==> config.mk <==
export PLATFORM = sky130hd
export DESIGN_NAME = muldiv_unit
export DESIGN_NICKNAME = d
export VERILOG_FILES = /design/src/rtl/muldiv_pkg.sv /design/src/rtl/muldiv_step.sv /design/src/rtl/muldiv_unit.sv
export SDC_FILE = /design/constraint.sdc
export NUM_CORES = 1
export LEC_CHECK = 0
export ABC_CLOCK_PERIOD_IN_PS = 6300
export BUFFER_PORTS_ARGS = -buffer_cell sky130_fd_sc_hd__buf_2
export CORE_MARGIN = 1.5
export CORE_UTILIZATION = 50
export DETAILED_ROUTE_END_ITERATION = 10
export PLACE_DENSITY = 0.74
export SLEW_MARGIN = 0
export SYNTH_ARGS = -nofsm -noshare
export SYNTH_HDL_FRONTEND = slang
export SYNTH_SLANG_ARGS = --single-unit
==> constraint.sdc <==
create_clock -name clk -period 6.3 [get_ports clk]
set_clock_uncertainty 0.1 [all_clocks]
set_input_delay 1.26 -clock clk [delete_from_list [all_inputs] [get_ports clk]]
set_output_delay 1.26 -clock clk [all_outputs]
set_load 0.1 [all_outputs]
==> src/rtl/muldiv_pkg.sv <==
// Shared types and constants for the iterative multiply/divide unit.
package muldiv_pkg;

  // Operation encoding driven by the controller.
  typedef enum logic [1:0] {
    OP_MULTU = 2'b00,
    OP_DIVU  = 2'b01,
    OP_MFHI  = 2'b10,
    OP_MFLO  = 2'b11
  } op_t;

  // Sequencer states: idle, iterating a multiply, iterating a divide.
  typedef enum logic [1:0] {
    S_IDLE = 2'b00,
    S_MUL  = 2'b01,
    S_DIV  = 2'b10
  } state_t;

  // Register 0 is hardwired to zero; writes to it are suppressed.
  localparam logic [4:0] ZERO_REG = 5'd0;

endpackage

==> src/rtl/muldiv_step.sv <==
// One iteration of shift-add multiply or restoring divide on a {hi,lo}
// accumulator. Purely combinational; the top level registers the result.
module muldiv_step #(
  parameter int WIDTH = 32
) (
  input  logic             div_mode,
  input  logic [WIDTH-1:0] acc_hi,
  input  logic [WIDTH-1:0] acc_lo,
  input  logic [WIDTH-1:0] operand,
  output logic [WIDTH-1:0] nxt_hi,
  output logic [WIDTH-1:0] nxt_lo
);

  logic [WIDTH:0]   sum;     // acc_hi + multiplicand with carry out
  logic [WIDTH:0]   rem_sh;  // partial remainder shifted left by one bit
  logic [WIDTH-1:0] diff;    // rem_sh - divisor, valid only when rem_sh >= divisor
  logic             ge;      // trial subtraction succeeds

  // Multiply: add multiplicand when the multiplier LSB is set, then shift
  // the whole accumulator right. Divide: shift left, trial subtract, and
  // shift the quotient bit into the low word.
  always_comb begin
    // NOTE: every always_comb output gets a default first so no path
    // leaves it unassigned and a latch cannot be inferred.
    nxt_hi = acc_hi;
    nxt_lo = acc_lo;
    sum    = {1'b0, acc_hi} + {1'b0, operand};
    rem_sh = {acc_hi, acc_lo[WIDTH-1]};
    ge     = (rem_sh >= {1'b0, operand});
    // Remainder stays below the divisor (or below 2^WIDTH when dividing by
    // zero), so the low WIDTH bits of the difference are exact.
    diff   = rem_sh[WIDTH-1:0] - operand;
    if (!div_mode) begin
      if (acc_lo[0]) begin
        {nxt_hi, nxt_lo} = {sum, acc_lo[WIDTH-1:1]};
      end else begin
        {nxt_hi, nxt_lo} = {1'b0, acc_hi, acc_lo[WIDTH-1:1]};
      end
    end else begin
      if (ge) begin
        nxt_hi = diff;
        nxt_lo = {acc_lo[WIDTH-2:0], 1'b1};
      end else begin
        nxt_hi = rem_sh[WIDTH-1:0];
        nxt_lo = {acc_lo[WIDTH-2:0], 1'b0};
      end
    end
  end

endmodule

==> src/rtl/muldiv_unit.sv <==
// Iterative unsigned MULTU/DIVU with HI/LO registers and MFHI/MFLO
// writeback toward the register file. One operation in flight at a time.
module muldiv_unit
  import muldiv_pkg::*;
#(
  parameter int WIDTH = 32,
  parameter int ITER  = WIDTH
) (
  input  logic             clk,
  input  logic             reset_n,
  input  logic             start,
  input  logic [1:0]       op,
  input  logic [WIDTH-1:0] srca,
  input  logic [WIDTH-1:0] srcb,
  input  logic [4:0]       dest,
  output logic             busy,
  output logic             stall,
  output logic             done,
  output logic             wb_we,
  output logic [4:0]       wb_wa,
  output logic [WIDTH-1:0] wb_wd,
  output logic [WIDTH-1:0] hi,
  output logic [WIDTH-1:0] lo
);

  localparam int CNT_W = (ITER > 1) ? $clog2(ITER) : 1;
  localparam logic [CNT_W-1:0] LAST_CNT = CNT_W'(ITER - 1);

  state_t           state, state_nxt;
  logic             load_mul, load_div, accept_mf, last_step;
  logic [CNT_W-1:0] cnt;
  logic [WIDTH-1:0] acc_hi, acc_lo, opnd;
  logic [WIDTH-1:0] step_hi, step_lo;

  assign busy  = (state != S_IDLE);
  assign stall = start & busy;

  muldiv_step #(.WIDTH(WIDTH)) u_step (
    .div_mode (state == S_DIV),
    .acc_hi   (acc_hi),
    .acc_lo   (acc_lo),
    .operand  (opnd),
    .nxt_hi   (step_hi),
    .nxt_lo   (step_lo)
  );

  // State register.
  always_ff @(posedge clk or negedge reset_n) begin
    if (!reset_n) begin
      state <= S_IDLE;
    end else begin
      // NOTE: clocked state uses non-blocking assignments so every register
      // samples the pre-edge values regardless of statement order.
      state <= state_nxt;
    end
  end

  // Next-state decode and per-cycle control strobes.
  always_comb begin
    state_nxt = state;
    load_mul  = 1'b0;
    load_div  = 1'b0;
    accept_mf = 1'b0;
    last_step = 1'b0;
    case (state)
      S_IDLE: begin
        if (start) begin
          case (op_t'(op))
            OP_MULTU: begin load_mul = 1'b1; state_nxt = S_MUL; end
            OP_DIVU:  begin load_div = 1'b1; state_nxt = S_DIV; end
            default:  accept_mf = 1'b1;
          endcase
        end
      end
      default: begin
        if (cnt == LAST_CNT) begin
          last_step = 1'b1;
          state_nxt = S_IDLE;
        end
      end
    endcase
  end

  // Operand latch, iteration accumulator and HI/LO commit. HI/LO change
  // only on the final step, so partial results never become visible.
  always_ff @(posedge clk or negedge reset_n) begin
    if (!reset_n) begin
      cnt    <= '0;
      acc_hi <= '0;
      acc_lo <= '0;
      opnd   <= '0;
      hi     <= '0;
      lo     <= '0;
      done   <= 1'b0;
    end else begin
      done <= last_step;
      if (load_mul || load_div) begin
        cnt    <= '0;
        acc_hi <= '0;
        // Multiply keeps the multiplier in the low word and adds the
        // multiplicand; divide shifts the dividend out of the low word.
        acc_lo <= load_mul ? srcb : srca;
        opnd   <= load_mul ? srca : srcb;
      end else if (busy) begin
        cnt    <= cnt + CNT_W'(1);
        acc_hi <= step_hi;
        acc_lo <= step_lo;
        if (last_step) begin
          hi <= step_hi;
          lo <= step_lo;
        end
      end
    end
  end

  // MFHI/MFLO writeback: one-cycle write pulse, suppressed for register 0.
  always_ff @(posedge clk or negedge reset_n) begin
    if (!reset_n) begin
      wb_we <= 1'b0;
      wb_wa <= '0;
      wb_wd <= '0;
    end else begin
      wb_we <= accept_mf && (dest != ZERO_REG);
      if (accept_mf) begin
        wb_wa <= dest;
        wb_wd <= (op_t'(op) == OP_MFHI) ? hi : lo;
      end
    end
  end

endmodule

Word-level counts from Yosys, hierarchy flattened
Index checks and enable logic that the tools add are counted.
{"block": "classes", "add_sub_neg": 3, "order_cmp": 1, "eq_ne": 6, "n_mux": 30, "bitwise": 2, "reduce_logical": 11}
{"cell": "2-to-1 mux 32 bit", "n": 12}
{"cell": "adder 32 x 32 -> 33 bit", "n": 1}
{"cell": "greater-or-equal comparator 33 x 32 -> 1 bit", "n": 1}
{"cell": "subtractor 32 bit", "n": 1}
{"cell": "2-to-1 mux 1 bit", "n": 12}
{"cell": "2-to-1 mux 5 bit", "n": 2}
{"cell": "2-to-1 mux 2 bit", "n": 3}
{"cell": "AND reduction 3 bit", "n": 2}
{"cell": "nonzero test 2 bit", "n": 3}
{"cell": "adder 5 x 1 -> 5 bit (second input constant)", "n": 1}
{"cell": "equality test 5 bit (second input constant)", "n": 1}
{"cell": "nonzero test 5 bit", "n": 1}
{"cell": "equality test 2 bit (second input constant)", "n": 2}
{"cell": "zero test 2 bit", "n": 2}
{"cell": "case mux 2 bit (2 select lines)", "n": 1}
{"cell": "!= test 3 x 1 -> 1 bit (second input constant)", "n": 1}
{"cell": "equality test 2 x 1 -> 1 bit (second input constant)", "n": 1}
{"cell": "!= test 2 bit (second input constant)", "n": 1}
{"cell": "OR reduction 2 bit", "n": 1}
{"cell": "bitwise AND 1 bit", "n": 1}
{"cell": "logical AND 1 bit", "n": 1}
{"cell": "logical OR 1 bit", "n": 1}
{"cell": "NOT 1 bit", "n": 1}
{"block": "word_totals", "regBits": 206, "in_bits": 74, "out_inout_bits": 105}

Logic depth before layout (Yosys ltp)
{"block": "depth", "depth_word": 7, "ltp_mapped": 13, "depth_no_buf": 11}

Hierarchy
From an unflattened synthesis, not the netlist that was laid out.
{"block": "unflattened", "hier_cells": 1555, "hier_area_um2": 13953.4}
{"mod": "muldiv_unit", "n_inst": 1, "cells_per_inst": 822, "area_per_inst_um2": 8941.1}
{"mod": "muldiv_step", "n_inst": 1, "cells_per_inst": 733, "area_per_inst_um2": 5012.3}

Worst setup path before layout
No wires, ideal clock.
{"block": "synth_path", "path_kind": "input port to output port", "start": "input port start", "end": "output port stall", "arrival_time_ps": 2594, "setup_slack_ps": 2346, "path_stages": 1, "path_buffers": 0, "cell_sequence": "nor2b_1"}
{"block": "synth_between", "elab_chain_len": 1}
{"item": "start, declared", "line": "muldiv_unit.sv:11", "rtl": "input logic start,"}
{"item": "bitwise AND 1 bit", "line": "muldiv_unit.sv:36", "rtl": "assign stall = start & busy;"}
{"item": "end, declared", "line": "muldiv_unit.sv:17", "rtl": "output logic stall,"}
No other way between the ends.

Worst setup path after layout
{"block": "layout_path", "start": "register acc_hi[29]", "end": "register hi[29]"}
{"block": "layout_between", "elab_chain_len": 3, "word_cells_on_any_way": 5, "cone_classes": "1 x add/sub; 1 x order compare; 3 x mux"}
{"item": "start, declared", "line": "muldiv_unit.sv:32", "rtl": "logic [WIDTH-1:0] acc_hi, acc_lo, opnd;"}
{"item": "start signal, assigned", "line": "muldiv_unit.sv:106", "rtl": "acc_hi <= step_hi;"}
{"item": "adder 32 x 32 -> 33 bit or greater-or-equal comparator 33 x 32 -> 1 bit (tied branches)", "line": "muldiv_step.sv:27, muldiv_step.sv:29"}
{"item": "2-to-1 mux 32 bit (on tied branches)", "line": "muldiv_step.sv:34, muldiv_step.sv:40"}
{"item": "2-to-1 mux 32 bit *", "line": "muldiv_step.sv:33", "rtl": "if (!div_mode) begin"}
{"item": "end signal, assigned", "line": "muldiv_unit.sv:109", "rtl": "hi <= step_hi;"}
{"item": "end, declared", "line": "muldiv_unit.sv:22", "rtl": "output logic [WIDTH-1:0] hi,"}
Every way passes the cells marked *; elsewhere a longest branch is shown, timed or not.
A chain may end at the register's enable or synchronous reset.

==> flow_metrics.tcl <==
set metrics [dict create \
    post-cts-setup-buffers 0 \
    numCtsBuffers 24 \
    worstPathRequired_ps 6560 \
    grt_pass1_wl_mm 74.4 \
    track_usage_pct 32.8 \
    finalHoldViolCount 0 \
    maxCapViolCount 0 \
    nNetsFinal 1894 \
    rows 61 \
    cts_tree "yes" \
    synthTopCellsByArea "dfrtp_1, mux2i_1, o21ai_0, nand2_1, ha_1" \
    cp-start-kind "flip-flop" \
    clk_transition_reported_paths_ps 60 \
    grt_max_degree 122 \
    drt-initial-drc-count 1180 \
    synth.distinct_cells 78 \
    fin_setup_tns_ps 0 \
    syn_area_per_cell_um2 8.59 \
    htree_levels 1 \
    coreArea_mm2 0.0279 \
    cts-root-buf "clkbuf_16" \
    rsz0062_at_grt "false" \
    die_width_um 171 \
    crit_chain "ha_1, a21o_1, a211oi_1, nor3b_1, and3_1, nor2_2, a221oi_1, a31oi_1" \
    min_period_over_period_pct 66.6 \
    placed_area_mm2 0.0152 \
    final_cells 2147 \
    num_vias 13529 \
    gp_congestion 0.994 \
    place_hpwl_mm 35.4 \
    yosys.area.top_type "dfrtp_1" \
    grt_pass1_vias 12944 \
    synth_seq_cells 206 \
    final_antenna_net_count 0 \
    status "completed" \
    place_inst 2104 \
    cpMaxStageDelayCell "and3_1" \
    cts_resized 0 \
    cp_slowest_stage_delay_ps 870 \
    setup_viol 0 \
    synth_top_area_share_pct 36.3 \
    postSynthCellCount 1652 \
    max_clock_freq_ghz 0.238 \
    wl_per_cell_um 22.3 \
    syn_area_mm2 0.0142 \
    clock_latency_ps 530 \
    areaGrowthSynthToFinish_pct 12.7 \
    first_pass_iters 5 \
    layout-drive-gt1-share_pct 16.2 \
    cp-end-kind "flip-flop" \
    port_buffers 178 \
    fin_crit_ps 4200 \
    yosysSeqAreaShare_pct 36.3 \
    design_area_mm2 0.0160 \
    critical_path_arrival_ps 4460 \
    syn_nets 1794 \
    vias_per_cell 6.30 \
    async_flop_share_pct 100 \
    synth_edf_count 0 \
    drt-total-wl_mm 47.9 \
    multi_input_area_mm2 0.00842 \
    clock-sinks 206 \
    grt-ovfl-total 0 \
    grt_antenna_before_repair 2 \
    drv_slew 0 \
    r2r_slack_ps 2100 \
    nFillCells 2568 \
    synth_warnings 0 \
    whs_ps 384 \
    die_height_um 171 \
    start_util_pct 50.9 \
    cts_buffer_depth 3 \
    dominantRegCellSynth "dfrtp_1" \
    final-seq-area_mm2 0.00515 \
    cp_max_fo 23 \
    ioPinCount 179 \
    die-area_mm2 0.0294 \
    path_class "flip-flop to flip-flop" \
    drc 0 \
    min_path_type "flip-flop to flip-flop" \
    postCtsHoldBufs 0 \
    slew_headroom_pct 11.9 \
    worst_pin_slew_ps 1320 \
]
[through the flow]
stage | util (%) | setup slack, ps
floorplan | - | 2350
global placement | 54.6 | 2280
detailed placement | 54.6 | 2230
CTS | 57.4 | 2220
global route | 57.4 | 1920
finish | 57.4 | 2100
[kinds of logic after synthesis]
group / count (synthesis) / share of synthesized area, %
compound gates: 533 / 23.7
fa+ha+maj: 68 / 6.10
flops: 206 / 36.3
mux: 147 / 10.7
buf+inv: 165 / 4.68
simple gates: 490 / 15.9
xor+xnor: 43 / 2.65
[cell usage in the layout (no fill, tap or decap), types with 5 or more instances in the layout]
cell / n
nand4_1: 20
nand2_1: 220
nand3_1: 39
clkbuf_16: 25
o31ai_1: 22
xor2_1: 19
nand3b_1: 7
mux2_2: 34
dfrtp_1: 206
o22ai_1: 5
mux2i_1: 113
nor2_1: 91
o211ai_1: 23
o21ai_0: 176
nor2b_1: 15
xnor2_1: 24
o221ai_1: 9
and4_1: 5
o21bai_1: 12
and3_1: 22
a21o_1: 23
buf_2: 176
a22o_1: 22
buf_4: 11
or3_1: 11
a31oi_1: 14
o21a_1: 6
nor4_1: 5
a21oi_1: 120
ha_1: 66
a211oi_1: 33
o21ai_1: 6
nor3_1: 24
a2111oi_0: 5
inv_1: 51
clkinv_2: 7
[critical path: cells and delay by family, from the launching register on]
kind,cells,cell delay (ps)
AO/OA/AOI/OAI,4,1550
AND/OR/NAND/NOR,3,1520
flip-flops,1,460
adder cells (fa/ha/maj),1,390
[flip-flops by register name, summed over array words and instances, names as in the netlist]
register  count
acc_hi       32
acc_lo       32
hi           32
lo           32
opnd         32
wb_wd        32
cnt           5
wb_wa         5
state         2
done          1
wb_we         1
[cells in the mapped netlist (all sizes together) (23+ instances only)]
cell type / count
mux2i: 113
ha: 66
inv: 51
nand3: 41
clkbuf: 75
nand2: 221
buf: 39
dfrtp: 206
a21o: 23
nor3: 25
and3: 23
o211ai: 23
o21ai: 182
a21oi: 121
nor2: 96
a211oi: 33
mux2: 34
xnor2: 24
[area by class of cell]
cell class	count	area share, %
multi-input combinational	1281	52.7
sequential	206	32.2
timing repair buffer	188	6.12
clock buffer	31	4.30
tap	378	2.96
inverter	51	1.20
clock inverter	10	0.508
antenna	2	0.0313
[path summary, 6_finish.rpt]
path                       startpoint          to  depth (start not counted)
min in group asynchronous     reset_n    wb_wd[1]                          1
max reg2reg                acc_hi[29]      hi[29]                          8
max                        acc_hi[29]      hi[29]                          8
min reg2reg                    cnt[3]      cnt[3]                          1
min                            cnt[3]      cnt[3]                          1
max in group asynchronous     reset_n  acc_lo[12]                          2
[per-layer routing]
metal | vias to the layer above | global-route usage [%] | wire length (µm)
li1 | 6233 | - | -
met1 | 6534 | 41.5 | 19500
met2 | 604 | 52.6 | 21800
met3 | 158 | 5.89 | 3650
met4 | 0 | 18.9 | 2990
met5 | - | 0 | 0
Power is left out: the tool's default activity adds up to more than one toggle a clock period on the data nets, which glitch-free logic cannot reach.
